[src/rtl/hamming_tx_ctrl_pkg.sv]
// rtl/hamming_tx_ctrl_pkg.sv - shared constants, FSM encoding and codeword layout helpers
//
// Purpose : widths and frame length for the 32->38 Hamming serial transmitter,
//           the controller state type, and constant functions that describe
//           where data and parity bits sit inside the codeword.
// Ports   : none (package).
package hamming_tx_ctrl_pkg;

    localparam int DATA_W    = 32;
    localparam int CODE_W    = 38;
    localparam int PAR_W     = 6;
    localparam int FRAME_LEN = CODE_W;
    localparam int BITCNT_W  = 6;
    localparam int FCNT_W    = 16;

    localparam logic [BITCNT_W-1:0] LAST_BIT = BITCNT_W'(FRAME_LEN - 1);

    typedef enum logic [1:0] {
        ST_IDLE  = 2'd0,
        ST_LOAD  = 2'd1,
        ST_SHIFT = 2'd2,
        ST_GAP   = 2'd3
    } tx_state_t;

    // Parity lives at 0-based positions 0,1,3,7,15,31, i.e. where pos+1 is a power of two.
    function automatic logic is_parity_pos(input int pos);
        return ((pos + 1) & pos) == 0;
    endfunction

    // Index of the payload bit placed at a data position: number of data slots below it.
    function automatic int data_index(input int pos);
        int n;
        n = 0;
        for (int j = 0; j < pos; j++) begin
            if (!is_parity_pos(j)) begin
                n++;
            end
        end
        return n;
    endfunction

    // Positions checked by the parity bit at parity position ppos: every
    // 1-based position sharing the power-of-two bit of ppos+1.
    function automatic logic [CODE_W-1:0] cover_mask(input int ppos);
        logic [CODE_W-1:0] m;
        m = '0;
        for (int j = 0; j < CODE_W; j++) begin
            if (((j + 1) & (ppos + 1)) != 0) begin
                m[j] = 1'b1;
            end
        end
        return m;
    endfunction

endpackage

[src/rtl/hamming_code.sv]
// rtl/hamming_code.sv - combinational 32->38 Hamming encoder
//
// Purpose : spreads the payload over the non-parity codeword positions and
//           fills each parity position with the even parity of the positions
//           it covers.
// Ports   : data_i [31:0] payload word
//           code_o [37:0] encoded codeword, bit 0 = 1-based position 1
module hamming_code
    import hamming_tx_ctrl_pkg::*;
(
    input  logic [DATA_W-1:0] data_i,
    output logic [CODE_W-1:0] code_o
);

    // Codeword with payload placed and all parity slots still zero, so a
    // parity bit never folds itself into its own XOR.
    logic [CODE_W-1:0] data_only;

    for (genvar pos = 0; pos < CODE_W; pos++) begin : g_spread
        if (is_parity_pos(pos)) begin : g_par
            assign data_only[pos] = 1'b0;
        end else begin : g_dat
            assign data_only[pos] = data_i[data_index(pos)];
        end
    end

    for (genvar pos = 0; pos < CODE_W; pos++) begin : g_code
        if (is_parity_pos(pos)) begin : g_par
            assign code_o[pos] = ^(data_only & cover_mask(pos));
        end else begin : g_dat
            assign code_o[pos] = data_only[pos];
        end
    end

endmodule

[src/rtl/hamming_tx_ctrl.sv]
// rtl/hamming_tx_ctrl.sv - one-word buffered Hamming-coded serial frame transmitter
//
// Purpose : accepts 32-bit words through a valid/ready handshake into a
//           one-entry hold register, encodes them to 38-bit Hamming codewords
//           and shifts each codeword out serially, with a programmable idle gap
//           between frames and a completed-frame counter.
// Ports   : clk, rst_n          clock, asynchronous active-low reset
//           inValid/inReady     producer handshake, inData [31:0] payload
//           txEn                line enable; low freezes the shifter
//           serOut/serValid     serial bit and its qualifier
//           frameStart          first bit of a frame on serOut
//           busy                hold register full or FSM not idle
//           frameCnt [15:0]     completed frames, wrapping
module hamming_tx_ctrl
    import hamming_tx_ctrl_pkg::*;
#(
    parameter int GAP_CYCLES = 2,
    parameter bit MSB_FIRST  = 1'b0
) (
    input  logic              clk,
    input  logic              rst_n,
    input  logic              inValid,
    output logic              inReady,
    input  logic [DATA_W-1:0] inData,
    input  logic              txEn,
    output logic              serOut,
    output logic              serValid,
    output logic              frameStart,
    output logic              busy,
    output logic [FCNT_W-1:0] frameCnt
);

    tx_state_t           state_q, state_d;
    logic [DATA_W-1:0]   hold_q, hold_d;
    logic                hold_full_q, hold_full_d;
    logic [CODE_W-1:0]   shreg_q, shreg_d;
    logic [BITCNT_W-1:0] bit_cnt_q, bit_cnt_d;
    logic [15:0]         gap_cnt_q, gap_cnt_d;
    logic [FCNT_W-1:0]   frame_cnt_q, frame_cnt_d;

    logic [CODE_W-1:0]   code;
    logic                accept;
    logic                load_clear;
    logic                in_shift;

    hamming_code u_enc (
        .data_i (hold_q),
        .code_o (code)
    );

    assign accept = inValid && !hold_full_q;

    always_comb begin
        state_d     = state_q;
        hold_d      = hold_q;
        hold_full_d = hold_full_q;
        shreg_d     = shreg_q;
        bit_cnt_d   = bit_cnt_q;
        gap_cnt_d   = gap_cnt_q;
        frame_cnt_d = frame_cnt_q;
        load_clear  = 1'b0;

        unique case (state_q)
            ST_IDLE: begin
                if (hold_full_q) begin
                    state_d = ST_LOAD;
                end
            end
            ST_LOAD: begin
                shreg_d    = code;
                bit_cnt_d  = '0;
                load_clear = 1'b1;
                state_d    = ST_SHIFT;
            end
            ST_SHIFT: begin
                if (txEn) begin
                    // The bit on serOut is always the end of the register
                    // facing the line, so advance away from that end.
                    if (MSB_FIRST) begin
                        shreg_d = {shreg_q[CODE_W-2:0], 1'b0};
                    end else begin
                        shreg_d = {1'b0, shreg_q[CODE_W-1:1]};
                    end
                    if (bit_cnt_q == LAST_BIT) begin
                        frame_cnt_d = frame_cnt_q + FCNT_W'(1);
                        bit_cnt_d   = '0;
                        gap_cnt_d   = '0;
                        state_d     = (GAP_CYCLES == 0) ? ST_IDLE : ST_GAP;
                    end else begin
                        bit_cnt_d = bit_cnt_q + BITCNT_W'(1);
                    end
                end
            end
            ST_GAP: begin
                if (gap_cnt_q == 16'(GAP_CYCLES - 1)) begin
                    state_d = ST_IDLE;
                end else begin
                    gap_cnt_d = gap_cnt_q + 16'd1;
                end
            end
            default: begin
                state_d = ST_IDLE;
            end
        endcase

        // A new word arriving on the edge that LOAD frees the register wins,
        // so the slot is refilled rather than dropped.
        if (accept) begin
            hold_d      = inData;
            hold_full_d = 1'b1;
        end else if (load_clear) begin
            hold_full_d = 1'b0;
        end
    end

    always_ff @(posedge clk or negedge rst_n) begin
        if (!rst_n) begin
            state_q     <= ST_IDLE;
            hold_q      <= '0;
            hold_full_q <= 1'b0;
            shreg_q     <= '0;
            bit_cnt_q   <= '0;
            gap_cnt_q   <= '0;
            frame_cnt_q <= '0;
        end else begin
            state_q     <= state_d;
            hold_q      <= hold_d;
            hold_full_q <= hold_full_d;
            shreg_q     <= shreg_d;
            bit_cnt_q   <= bit_cnt_d;
            gap_cnt_q   <= gap_cnt_d;
            frame_cnt_q <= frame_cnt_d;
        end
    end

    assign in_shift   = (state_q == ST_SHIFT);
    assign inReady    = !hold_full_q;
    assign serOut     = in_shift && (MSB_FIRST ? shreg_q[CODE_W-1] : shreg_q[0]);
    assign serValid   = in_shift && txEn;
    assign frameStart = serValid && (bit_cnt_q == '0);
    assign busy       = hold_full_q || (state_q != ST_IDLE);
    assign frameCnt   = frame_cnt_q;

endmodule

[config.mk]
export PLATFORM = sky130hd
export DESIGN_NAME = hamming_tx_ctrl
export DESIGN_NICKNAME = d
export VERILOG_FILES = /design/src/rtl/hamming_tx_ctrl_pkg.sv /design/src/rtl/hamming_code.sv /design/src/rtl/hamming_tx_ctrl.sv
export SDC_FILE = /design/constraint.sdc
export NUM_CORES = 1
export LEC_CHECK = 0
export BUFFER_PORTS_ARGS = -buffer_cell sky130_fd_sc_hd__buf_2
export CAP_MARGIN = 30
export CORE_ASPECT_RATIO = 1.5
export CORE_MARGIN = 2
export CORE_UTILIZATION = 36
export DETAILED_ROUTE_END_ITERATION = 8
export GPL_ROUTABILITY_DRIVEN = 0
export HOLD_SLACK_MARGIN = 0.05
export SYNTH_ARGS = -nofsm -noshare
export SYNTH_HDL_FRONTEND = slang
export SYNTH_SLANG_ARGS = --single-unit
[constraint.sdc]
create_clock -name clk -period 2.4 [get_ports clk]
set_clock_uncertainty 0.05 [all_clocks]
set_input_delay 0.72 -clock clk [delete_from_list [all_inputs] [get_ports clk]]
set_output_delay 0.72 -clock clk [all_outputs]
set_load 0.03 [all_outputs]
==> results by stage, run 1 <==
Clocking:
- The TritonCTS clock tree is yes.
- The depth of the CTS H-tree is 3.
- The CTS buffer count is 9.
- Hold repair after CTS inserted 0 buffers.
- The maximum buffer depth of the clock tree is 2.
- The clock slew at the register clock pins of the worst setup and hold paths is 0.07 ns.
- The tree built by TritonCTS fans out to between 100 and 150 sinks.
- The clock latency on the worst-skew pair is between 0.3 and 0.4 ns.
- The library cell used as clock root buffer is clkbuf_16.

Global routing:
- Entering global routing, the biggest net connects 63 pins.
- The final global-route overflow total is 0.
- The overall global routing resource usage is 15.11%.
- The number of antenna violations at the first check in global routing is 0.
- The global routing usage on met1 is 18.43%.
- The busiest metal layer after global routing is met2.
- The met2 global-route usage is 26.62%.
- The global-route wire length before repair is 20.85 mm.
- In the global route stage, met3 resource usage came out at 3.029%.
- The number of global-route vias before repair is 4,189.

Placed design:
- The number of placed instances, taps included, is 776.
- After legalization and detailed placement, the total HPWL measured 9.207 mm.
- The count of buffers from port buffering is 56.

Timing:
- The final hold violation count is 0.
- The worst pin sits at a relative slew slack of 67.91%.
- The slew at the pin closest to its max-slew limit is approximately 0.48 ns.
- Static timing analysis puts the maximum clock frequency at 0.4373 GHz.
- The routed design could run at a clock period as short as between 2 and 2.5 ns.
- Dividing the final minimum period by the clock period gives a little over nine tenths.
- The final count of pins violating max slew was 0.
- The total setup violations reported at the end of the flow is 0.
- The final setup TNS is 0 ns.
- Setup repair after global routing left no endpoint under its margin.

Critical path:
- The data arrival time of the worst path is about 1.5 ns.
- The start point of the critical path is state_q[0].
- The worst setup path is launched from a register.
- Across all register-to-register paths, the minimum setup slack is 0.25 ns.
- The endpoint kind of the worst setup timing path is an output port.
- The worst register-to-register path ends at gap_cnt_q[10].
- The critical path ends at frameStart.
- The worst register-to-register path begins at gap_cnt_q[1].
- The critical path is of the reg2out type.
- The data required time of the worst path is approximately 1.6 ns.
- In this run the worst path has a maximum fanout of 6.
- The worst reg2reg path depth is 7.

Finish:
- Cells with a size suffix above 1 make up 24.07% of the layout.
- Compared with the post-synthesis result, the final layout area differs by 16.26%.
- The repair_antennas step left the layout with diodes totalling 0.
- The final net count is 632.
- The finished layout holds 793 standard cells, fillers aside.

Synthesis:
- After synthesis, the share of flip-flops with an asynchronous set or reset is 100.0%.
- The number of cells produced by synthesis is roughly 520.
- The number of warnings issued by yosys is 0.
- Counting flops and latches in the post-synthesis netlist gives 111.
- Dividing the synthesized area by the synthesized cell count gives 11.08 um^2.
- The commonest cells after synthesis are dfrtp_1, nand2_1, xnor2_1.
- The most frequent cell after synthesis is dfrtp_1.
- Of the post-synthesis cell area, the dominant cell type holds 47.95%.
- When the netlist entered floorplanning its net count stood at 570.
- The sequential area share after synthesis is a little under half.
- The synthesized netlist contains 54 unique library cells.
- dfrtp_1 takes more of the synthesized area than any other cell.
- In the synthesized netlist the dominant register cell turns out to be dfrtp_1.
- Sorting the synthesized cells by area gives the leading types as dfrtp_1, mux2_2, mux2i_1.
- In this run the cell area of the synthesized design comes to 0.005793 mm^2.
- The number of flops mapped to enable cells by yosys is 0.

Power and ir drop:
- The power spent charging and discharging nets is 0.003851 W.
- The largest vdd supply drop is between 0.7 and 0.8 mV.
- The share of total power consumed by net switching is approximately two fifths.
- Sequential cells burn 32.5% of the power.
- Per report_power, the combinational group accounts for 52.8% of the total.
- The leakage power is 3.036 nW.
- The share of total power dissipated in the clock network is 14.7%.
- The total power is 0.009978 W.
- The design internal power is 0.006127 W.
- Dividing total power by cell area gives a power density of 1481 mW/mm^2.

Floorplanning:
- The die covers approximately 0.017 mm^2.
- The number of top-level pins is 57.
- The die is 107.6 um wide.
- The placeable core region is 0.01570 mm^2.
- The total number of placement rows is 56.
- The y dimension of the die is 159.4 um.
- The initial utilization of the core area, before any placement, comes to 36.91%.

Status:
- The run finished with clean final reports.

Drt:
- The first detailed-routing pass took 4 iterations.
- The total length of routed wires is 12.32 mm.
- The via count of the routed design is 4,007.
- The first-iteration detailed-routing DRC count is 196.
- The detail-routed net length per standard cell is 15.53 um.
- The count of antenna-violating nets left after detailed routing is 0.
- Using the TritonRoute via totals, the vias-per-cell ratio works out to 5.053.
- For this run, design rule violations remaining after detail routing come to 0.

Worst hold path:
- The tightest min-delay check is of the in2async type.

Job:
- The count of maximum capacitance violations is 0.
-- state kept, by name (all words and copies together), names as in the netlist --
name         count
bit_cnt_q        6
frameCnt        16
gap_cnt_q       16
hold_full_q      1
hold_q          32
shreg_q         38
state_q          2
-- logic make-up (layout without fill, tap and decap cells) --
logic type	count (synthesis)	in the layout	synth area share, %
flops	111	111	47.95
compound gates	77	77	7.819
simple gates	148	148	13.43
fa+ha+maj	11	11	2.376
mux	75	75	13.78
xor+xnor	67	67	12.03
buf+inv	34	101	2.613
-- through the flow --
step	hold WS, ns	util, %	worst slack, ns	instance area (um^2)
6_report	0.2613	42.91	0.1131	6735
3_5_place_dp	0.4126	40.84	0.1212	6410
2_1_floorplan	0.3744	-	0.02563	5801
4_1_cts	0.2672	42.87	0.04097	6728
3_3_place_gp	0.4115	40.84	0.1961	6410
5_1_grt	0.2872	42.91	0.008354	6735
-- final cells by class --
class | instances | area [um^2]
clock inverters | 7 | 62.56
flip-flops and latches | 111 | 2778
repair buffers | 72 | 459.2
inverters | 13 | 48.80
fillers | 1518 | 8960
well taps | 203 | 254.0
multi-input cells | 378 | 2908
clock buffers | 9 | 225.2
-- metal layers --
layer  vias to the layer above  routed length [um]
li1                       1951                   -
met1                      1987                5152
met2                        61                6697
met3                         8                 325
met4                         0                 142
met5                         -                   0
-- power by group through the flow --
stage	logic [W]	clock network, W	registers [W]
6_report	0.00527	0.00147	0.00324
5_1_grt	0.00583	0.00160	0.00336
4_1_cts	0.00534	0.00151	0.00326
3_5_place_dp	0.00526	0	0.00329
3_3_place_gp	0.00515	0	0.00326
2_1_floorplan	0.00430	0	0.00304
-- placed cells by master (no fill, tap or decap), types with 8 or more instances in the layout --
cell / n
mux2_2: 37
xnor3_1: 8
xor2_1: 17
ha_1: 10
nand2_1: 56
dfrtp_1: 111
buf_2: 54
xnor2_1: 42
nand3_1: 13
clkbuf_16: 9
inv_1: 11
nor2_1: 19
mux2i_1: 37
a21oi_1: 13
o21ai_0: 38
nor3_1: 8
buf_4: 13
-- worst max-delay path, stage by stage, from the launching register on --
cell     delay [ns]
dfrtp_1        0.42
inv_2          0.10
ha_4           0.16
nand2_4        0.09
nor4_4         0.24
buf_6          0.17
-- worst min-delay path by stage --
| stage | cells past startpoint | from | end |
|---|---|---|---|
| floorplan | 0 | rst_n | bit_cnt_q[0] |
| global placement | 2 | shreg_q[17] | shreg_q[17] |
| detailed placement | 1 | frameCnt[15] | frameCnt[15] |
| CTS | 1 | rst_n | hold_full_q |
| global route | 1 | rst_n | hold_q[16] |
| finish | 1 | rst_n | hold_full_q |
-- timing repair --
item                                    4_1_cts  5_1_grt
endpoints found under the hold margin         0        0
resized for setup                             6        0
setup buffers                                 0        1
endpoints found under the setup margin        2        1
No activity file was read; power rests on OpenSTA's default activity.
==> run 2: changes to the inputs <==
==> constraint.sdc (replaced) <==
create_clock -name clk -period 2.78 [get_ports clk]
set_clock_uncertainty 0.05 [all_clocks]
set_input_delay 0.834 -clock clk [delete_from_list [all_inputs] [get_ports clk]]
set_output_delay 0.834 -clock clk [all_outputs]
set_load 0.03 [all_outputs]
==> run 2 against run 1 <==
Net effect: global-route usage is 0.12 points lower; flip-flop and latch count unchanged; highest routed layer unchanged; via count fell by 0.75%.
==> results by stage, run 2 (synthesis results as in run 1) <==
Power and ir drop:
- The share of total power consumed by net switching is 37.40% (was 38.59%).
- The largest vdd supply drop is 0.5483 mV (was 0.7808 mV).
- The clock network power share is 15.9% (was 14.7%).
- The share of total power in combinational logic came to 51.3% (was 52.8%).
- The design internal power came to 0.005357 W (was 0.006127 W).
- The power spent charging and discharging nets was 0.003200 W (was 0.003851 W).
- The sequential share of power is 32.8% (was 32.5%).
- The power density normalized to cell area is 1287 mW/mm^2 (was 1481 mW/mm^2).
- The leakage power is 2.991 nW (was 3.036 nW).

Timing:
- The least setup slack across all paths after layout is 0.1285 ns (was 0.1131 ns).
- The slew at the pin closest to its max-slew limit is 0.6519 ns (was 0.4802 ns).
- The total setup violations reported at the end of the flow is 0 (unchanged).
- The final hold violation count is 0 (unchanged).
- The worst slew margin relative to its limit is 56.45% (was 67.91%).
- The final count of pins violating max slew came to 0 (unchanged).
- The final critical path takes up 95.38% of the cycle.
- The final setup TNS is 0 ns (unchanged).
- The final worst hold slack is 0.3750 ns (was 0.2613 ns).
- Unrepaired setup endpoints after global routing: no (unchanged).
- The timing-limited maximum frequency is roughly 0.38 GHz.
- The minimum clock period after layout is between 2 and 3 ns.

Clocking:
- The count of hold-fix buffers inserted at cts came to 0 (unchanged).
- The clock latency on the worst-skew pair is 0.35 ns (about the same).
- The clock slew at the register clock pins of the worst setup and hold paths came to 0.07 ns (about the same).
- The TritonCTS clock tree is yes (unchanged).
- The depth of the CTS H-tree is 3 (unchanged).
- The CTS buffer count is 9 (unchanged).
- The count of clock tree sinks is 111 (unchanged).
- The library cell used as clock root buffer was clkbuf_16 (unchanged).
- The maximum buffer depth of the clock tree is 2 (unchanged).

Floorplanning:
- The starting utilization of the core area came to 36.91% (unchanged).
- The area of the die is 0.01714 mm^2 (unchanged).
- The placeable core region came to 0.01570 mm^2 (unchanged).
- The y dimension of the die is 159.4 um (unchanged).
- The number of top-level pins is 57 (unchanged).
- The die span in x is 107.6 um (unchanged).
- The total number of placement rows was 56 (unchanged).

Placed design:
- The placed wire-length estimate after detailed placement is 8.981 mm (was 9.207 mm).
- The pre-CTS worst setup slack is 0.1850 ns (was 0.1212 ns).
- The count of buffers from port buffering is 56 (unchanged).

Finish:
- The share of post-route cells with drive strength above 1 came to 22.38% (was 24.07%).
- Most frequent cells in the layout: dfrtp_1, nand2_1, buf_2, xnor2_1, o21ai_0 (unchanged).
- The synthesis-to-layout area growth is 14.79% (was 16.26%).
- The register with the most flip-flops is shreg_q (unchanged).
- The area of combinational cells with multiple inputs is 0.002893 mm^2 (was 0.002908 mm^2).
- The most common cell after layout, fill and taps aside is dfrtp_1 (unchanged).
- The antenna diode instance count came to 0 (unchanged).
- Registers with the most flip-flops: shreg_q (38), hold_q (32) (unchanged).
- The number of flip-flops in the largest register is 38 (unchanged).
- The sequential cell area was 0.002778 mm^2 (unchanged).
- The fill cell instance count of the final layout is 1,544 (was 1,518).
- The final net count came to 625 (was 632).

Global routing:
- The overall global routing resource usage was 14.99% (was 15.11%).
- The number of global-route vias before repair is 4,163 (was 4,189).
- The number of antenna violations at the first check in global routing is 0 (unchanged).
- The final global-route overflow total is 0 (unchanged).
- The global-route wire length before repair is 20.66 mm (was 20.85 mm).
- The largest net degree at the start of global routing is 64 (was 63).

Drt:
- The first-iteration detailed-routing DRC count is 170 (was 196).
- The via count of the routed design was 3,977 (was 4,007).
- The remaining routing DRC violations is 0 (unchanged).
- The count of antenna-violating nets left after detailed routing is 0 (unchanged).
- The number of detailed-route iterations in the first pass came to 4 (unchanged).
- The met2 layer wire length in the routed design is 6.530 mm (was 6.697 mm).
- The amount of wire on met3 after detailed routing is 298 um (was 325 um).
- The total length of routed wires is 12.22 mm (was 12.32 mm).
- The top metal layer carrying routed signals is met4 (unchanged).
- The mean number of vias per cell was 5.073 (was 5.053).
- The routed length on met1 is 5.205 mm (was 5.152 mm).
- The detail-routed net length per standard cell is 15.59 um (was 15.53 um).

Status:
- Run status: finished clean (unchanged).

Critical path:
- The critical path startpoint category is a register (unchanged).
- The endpoint kind of the worst setup timing path was an output port (unchanged).
- The register-to-register setup slack is 0.50 ns (was 0.25 ns).
- The worst reg2reg path startpoint is gap_cnt_q[1] (unchanged).
- The data required time of the worst path is 1.90 ns (was 1.63 ns).
- The worst reg2reg path depth is 7 (unchanged).
- The maximum fanout along the worst path is 6 (unchanged).
- The kind of critical path is reg2out (unchanged).
- The worst reg2reg path endpoint is gap_cnt_q[8] (was gap_cnt_q[10]).
- The data arrival time of the worst path is 1.77 ns (was 1.52 ns).

Worst hold path:
- The type of the most critical hold path is in2async (unchanged).

Job:
- The count of maximum capacitance violations is 0 (unchanged).
run 2: changes by cell type in the layout (fill, tap and decap cells not counted), sizes merged:
cell    delta
buf        -7
bufinv     +2
clkbuf     +1
inv        -5
run 2: final cells by class:
class,instances,share of cell area [%]
inverters,13,0.7338
clock inverters,4,1.091
well taps,203,3.819
clock buffers,10,3.443
multi-input cells,378,43.50
repair buffers,65,5.644
flip-flops and latches,111,41.77
run 2: what timing repair did:
action                     CTS  global route
setup buffers                0             0
resized for setup            0             1
setup endpoints to repair    0             1
run 2: stage by stage:
stage / cell area (um^2) / std cells / total power [W] / utilization, %
floorplan: 5799 / 523 / 0.006339 / -
global placement: 6339 / 770 / 0.007179 / 40.39
detailed placement: 6339 / 770 / 0.007258 / 40.39
CTS: 6640 / 784 / 0.008666 / 42.31
global route: 6650 / 784 / 0.009212 / 42.37
finish: 6650 / 784 / 0.008558 / 42.37
run 2: power by group through the flow:
stage                     logic (W)  clock network [W]  registers (W)
after floorplan             0.00371                  0        0.00263
after detailed placement    0.00441                  0        0.00285
after global placement      0.00435                  0        0.00283
after CTS                   0.00445            0.00140        0.00282
after global routing        0.00485            0.00146        0.00290
final                       0.00439            0.00136        0.00281
run 2: how the worst max path moves through the flow:
stage                 endpoint       start  cells past startpoint  slack [ns]
global placement    frameStart        txEn                      4        0.24
detailed placement  frameStart        txEn                      4        0.18
finish              frameStart  state_q[0]                      5        0.13
floorplan           frameStart        txEn                      3        0.18
CTS                 frameStart  state_q[0]                      5        0.03
global route        frameStart  state_q[0]                      5        0.03
run 2: metal layers:
metal	track usage [%]	vias to the layer above
met4	4.487	0
li1	-	1949
met1	18.10	1953
met2	26.79	59
met5	0	-
met3	2.661	16
run 2: worst max-delay path, stage by stage, from the launching register on:
cell     delay (ns)
dfrtp_1        0.40
inv_1          0.18
ha_4           0.22
nand2_2        0.13
nor4_2         0.25
buf_2          0.24
==> run 3: changes to the inputs <==
--- a/config.mk
+++ b/config.mk
@@ -9,10 +9,12 @@
 export CAP_MARGIN = 30
 export CORE_ASPECT_RATIO = 1.5
 export CORE_MARGIN = 2
-export CORE_UTILIZATION = 36
+export CORE_UTILIZATION = 64
 export DETAILED_ROUTE_END_ITERATION = 8
 export GPL_ROUTABILITY_DRIVEN = 0
 export HOLD_SLACK_MARGIN = 0.05
+export PLACE_DENSITY = 0.85
 export SYNTH_ARGS = -nofsm -noshare
 export SYNTH_HDL_FRONTEND = slang
+export SYNTH_HIERARCHICAL = 1
 export SYNTH_SLANG_ARGS = --single-unit
==> run 3 against run 2 <==
Net effect: count of clock-buffer cells in the layout fell by 1; first-iteration DRC count rose by 21%; combinational power rose by 13%; non-clock buffer count fell by 3; cell count fell by 13%; largest power group unchanged; highest routed layer unchanged.
==> results by stage, run 3 <==
Status:
- Run status: finished clean (unchanged).

Critical path:
- The critical-path cell with the highest stage delay was dfrtp_1 (unchanged).
- The kind of critical path is reg2out (unchanged).
- The data required time of the worst path is 1.90 ns (about the same).
- The endpoint kind of the worst setup timing path is an output port (unchanged).
- The cell family contributing the most delay on the critical path is flip-flops (was buffers and inverters).
- The count of buffer and inverter cells on the critical path is 2 (unchanged).
- The maximum fanout along the worst path was 7 (was 6).
- The longest individual stage delay on the worst path is 0.40 ns (about the same).
- The critical path startpoint category was a register (unchanged).
- The data arrival time of the worst path is 1.79 ns (was 1.77 ns).
- Cells along the critical path: inv_1 -> ha_2 -> nand2_2 -> nor4_2 -> buf_4 (was inv_1 -> ha_4 -> nand2_2 -> nor4_2 -> buf_2).

Synthesis:
- The cell type contributing the most total cell area after synthesis is dfrtp_1 (unchanged).
- The flip-flop cell with the highest count after synthesis was dfrtp_1 (unchanged).
- The combined area of all synthesized cells is 0.005917 mm^2 (was 0.005793 mm^2).
- The average footprint of a synthesized cell is 10.86 um^2 (was 11.08 um^2).
- The distinct cell type count of the synthesized netlist is 50 (was 54).
- The number of warnings issued by yosys is 6 (was 0).
- The area share of the leading cell type in the synthesized netlist is 46.94% (was 47.95%).
- The async set or reset register ratio after synthesis is 100.0% (unchanged).
- Commonest cells post-synth: dfrtp_1, nand2_1, xnor2_1 (unchanged).
- Synth area leaders: dfrtp_1, xnor2_1, mux2i_1 (was dfrtp_1, mux2_2, mux2i_1).
- The number of cells produced by synthesis is 545 (was 523).
- The sequential area share after synthesis is 46.94% (was 47.95%).
- The number of flops mapped to enable cells by yosys is 0 (unchanged).
- The number of flip-flops and latches in the synthesized netlist is 111 (unchanged).
- The most frequent cell after synthesis is dfrtp_1 (unchanged).
- The total nets after synthesis is 592 (was 570).

Clocking:
- The maximum buffer depth of the clock tree is 2 (unchanged).
- The count of hold-fix buffers inserted at cts is 0 (unchanged).
- The library cell used as clock root buffer is clkbuf_16 (unchanged).
- The clock slew at the register clock pins of the worst setup and hold paths is 0.07 ns (about the same).
- The TritonCTS clock tree is yes (unchanged).
- The clock latency on the worst-skew pair is 0.35 ns (about the same).
- The depth of the CTS H-tree is 3 (unchanged).
- The CTS buffer count came to 9 (unchanged).
- The count of clock tree sinks is 111 (unchanged).

Timing:
- The total setup violations reported at the end of the flow is 0 (unchanged).
- The least setup slack across all paths after layout is 0.1100 ns (was 0.1285 ns).
- The final worst hold slack came to 0.3888 ns (was 0.3750 ns).
- The post-route fraction of the period consumed by the critical path came to 96.04% (was 95.38%).
- The worst slew margin relative to its limit was 51.65% (was 56.45%).
- The timing-limited maximum frequency came to 0.3745 GHz (was 0.3771 GHz).
- The slew at the pin closest to its max-slew limit was 0.7231 ns (was 0.6519 ns).
- The final setup TNS is 0 ns (unchanged).
- The final hold violation count is 0 (unchanged).
- The final count of pins violating max slew came to 0 (unchanged).
- The minimum clock period after layout is 2.670 ns (was 2.652 ns).

Global routing:
- The largest net degree at the start of global routing is 53 (was 64).
- The final global-route overflow total is 0 (unchanged).
- The overall global routing resource usage is 25.16% (was 14.99%).
- The global-route wire length before repair came to 19.04 mm (was 20.66 mm).
- The number of global-route vias before repair is 3,970 (was 4,163).
- The number of antenna violations at the first check in global routing is 0 (unchanged).

Drt:
- The via count of the routed design is 4,070 (was 3,977).
- The mean number of vias per cell is 5.985 (was 5.073).
- The remaining routing DRC violations is 0 (unchanged).
- The number of detailed-route iterations in the first pass was 4 (unchanged).
- The total length of routed wires is 11.54 mm (was 12.22 mm).
- The count of antenna-violating nets left after detailed routing is 0 (unchanged).
- The first-iteration detailed-routing DRC count was 206 (was 170).
- The detail-routed net length per standard cell is 16.97 um (was 15.59 um).

Power and ir drop:
- The power density normalized to cell area came to 1421 mW/mm^2 (was 1287 mW/mm^2).
- The leakage power is 2.873 nW (was 2.991 nW).
- The largest vdd supply drop is 1.126 mV (was 0.5483 mV).
- The design internal power came to 0.005454 W (was 0.005357 W).
- The share of total power in combinational logic is 54.8% (was 51.3%).
- The clock network power share is 14.4% (was 15.9%).
- The power spent charging and discharging nets was 0.003588 W (was 0.003200 W).
- The share of total power consumed by net switching came to 39.68% (was 37.40%).
- The sequential share of power came to 30.9% (was 32.8%).

Floorplanning:
- The total number of placement rows is 43 (was 56).
- The starting utilization of the core area is 64.69% (was 36.91%).
- The area of the die is 0.01005 mm^2 (was 0.01714 mm^2).
- The number of top-level pins is 57 (unchanged).
- The die span in x is 82.51 um (was 107.6 um).
- The y dimension of the die is 121.8 um (was 159.4 um).
- The placeable core region is 0.009146 mm^2 (was 0.01570 mm^2).

Finish:
- The synthesis-to-layout area growth is 7.549% (was 14.79%).
- The final net count is 610 (was 625).
- Most frequent cells in the layout: dfrtp_1, nand2_1, xnor2_1, buf_2, o21ai_0 (was dfrtp_1, nand2_1, buf_2, xnor2_1, o21ai_0).
- The register with the most flip-flops is shreg_q (unchanged).
- The share of post-route cells with drive strength above 1 is 22.01% (was 22.38%).
- The fill cell instance count of the final layout is 637 (was 1,544).
- The utilization of the core after routing is 69.58% (was 42.37%).
- The most common cell after layout, fill and taps aside is dfrtp_1 (unchanged).
- The number of flip-flops in the largest register was 38 (unchanged).
- The post-layout instance count excluding filler cells came to 680 (was 784).
- Registers with the most flip-flops: shreg_q (38), hold_q (32) (unchanged).
- The antenna diode instance count is 0 (unchanged).

Job:
- The count of maximum capacitance violations is 0 (unchanged).

Worst hold path:
- The type of the most critical hold path is in2async (unchanged).

Placed design:
- The cell count after placement is 664 (was 770).
- The pre-CTS worst setup slack is 0.3257 ns (was 0.1850 ns).
- The count of buffers from port buffering is 56 (unchanged).
- The placed wire-length estimate after detailed placement is 8.109 mm (was 8.981 mm).
## run 3: changes by cell type in the layout (fill, tap and decap cells not counted), moves of 7 or more
cell / change
a21oi_1: -9
nand2_1: +7
nor2_1: -9
o21ai_0: +10
xnor2_1: +14
## run 3: final cells by class
type	count	area [um^2]	share of cell area (%)
sequential	111	2778	43.65
timing repair buffer	62	342.8	5.387
tap	112	140.1	2.202
inverter	10	37.54	0.5899
clock inverter	7	72.57	1.140
multi-input combinational	369	2768	43.49
clock buffer	9	225.2	3.539
## run 3: worst paths after layout
check / from / end / slack [ns] / cells past startpoint
worst max-delay path: state_q[0] / frameStart / 0.11 / 5
worst min-delay path: rst_n / gap_cnt_q[11] / 0.39 / 1
worst max register to register: state_q[1] / gap_cnt_q[3] / 0.33 / 5
worst min register to register: frameCnt[15] / frameCnt[15] / 0.43 / 1
max in group asynchronous: rst_n / shreg_q[2] / 1.60 / 2
min in group clk: frameCnt[15] / frameCnt[15] / 0.43 / 1
## run 3: per-stage QoR
step,total power [W],instance area (um^2)
5_1_grt,0.009666,6364
3_3_place_gp,0.007470,6057
6_report,0.009042,6364
4_1_cts,0.009076,6355
3_5_place_dp,0.007696,6057
2_1_floorplan,0.007066,5917
## run 3: worst reg2reg max path: stages, from the launching register on
cell and delay (ns):
dfrtp_1 0.41, ha_1 0.48, clkinv_1 0.38, o211ai_2 0.70, o21ai_0 0.23, o31ai_1 0.11
## run 3: layer usage
layer | GRT usage (%) | share of wire (%) | vias up
met5 | 0 | 0 | -
li1 | - | - | 1893
met3 | 5.556 | 4.4 | 21
met4 | 9.426 | 2.1 | 0
met1 | 30.23 | 39 | 2029
met2 | 43.45 | 55 | 127
## run 3: timing repair
item,in CTS,in global routing
buffers inserted,0,0
hold endpoints to repair,0,0
gates resized for setup,0,2
endpoints found under the setup margin,0,1
## run 3: cell families after synthesis
logic type / share of synthesized area (%)
simple gates: 11.40
flops: 46.94
compound gates: 8.543
xor+xnor: 11.76
mux: 12.54
buf+inv: 6.492
fa+ha+maj: 2.326
## run 3: power groups by stage
stage | sequential [W] | clock [W] | combinational [W]
after global routing | 0.00287 | 0.00139 | 0.00541
after global placement | 0.00277 | 0 | 0.00470
final | 0.00279 | 0.00130 | 0.00495
after CTS | 0.00279 | 0.00132 | 0.00496
after detailed placement | 0.00281 | 0 | 0.00488
after floorplan | 0.00262 | 0 | 0.00444
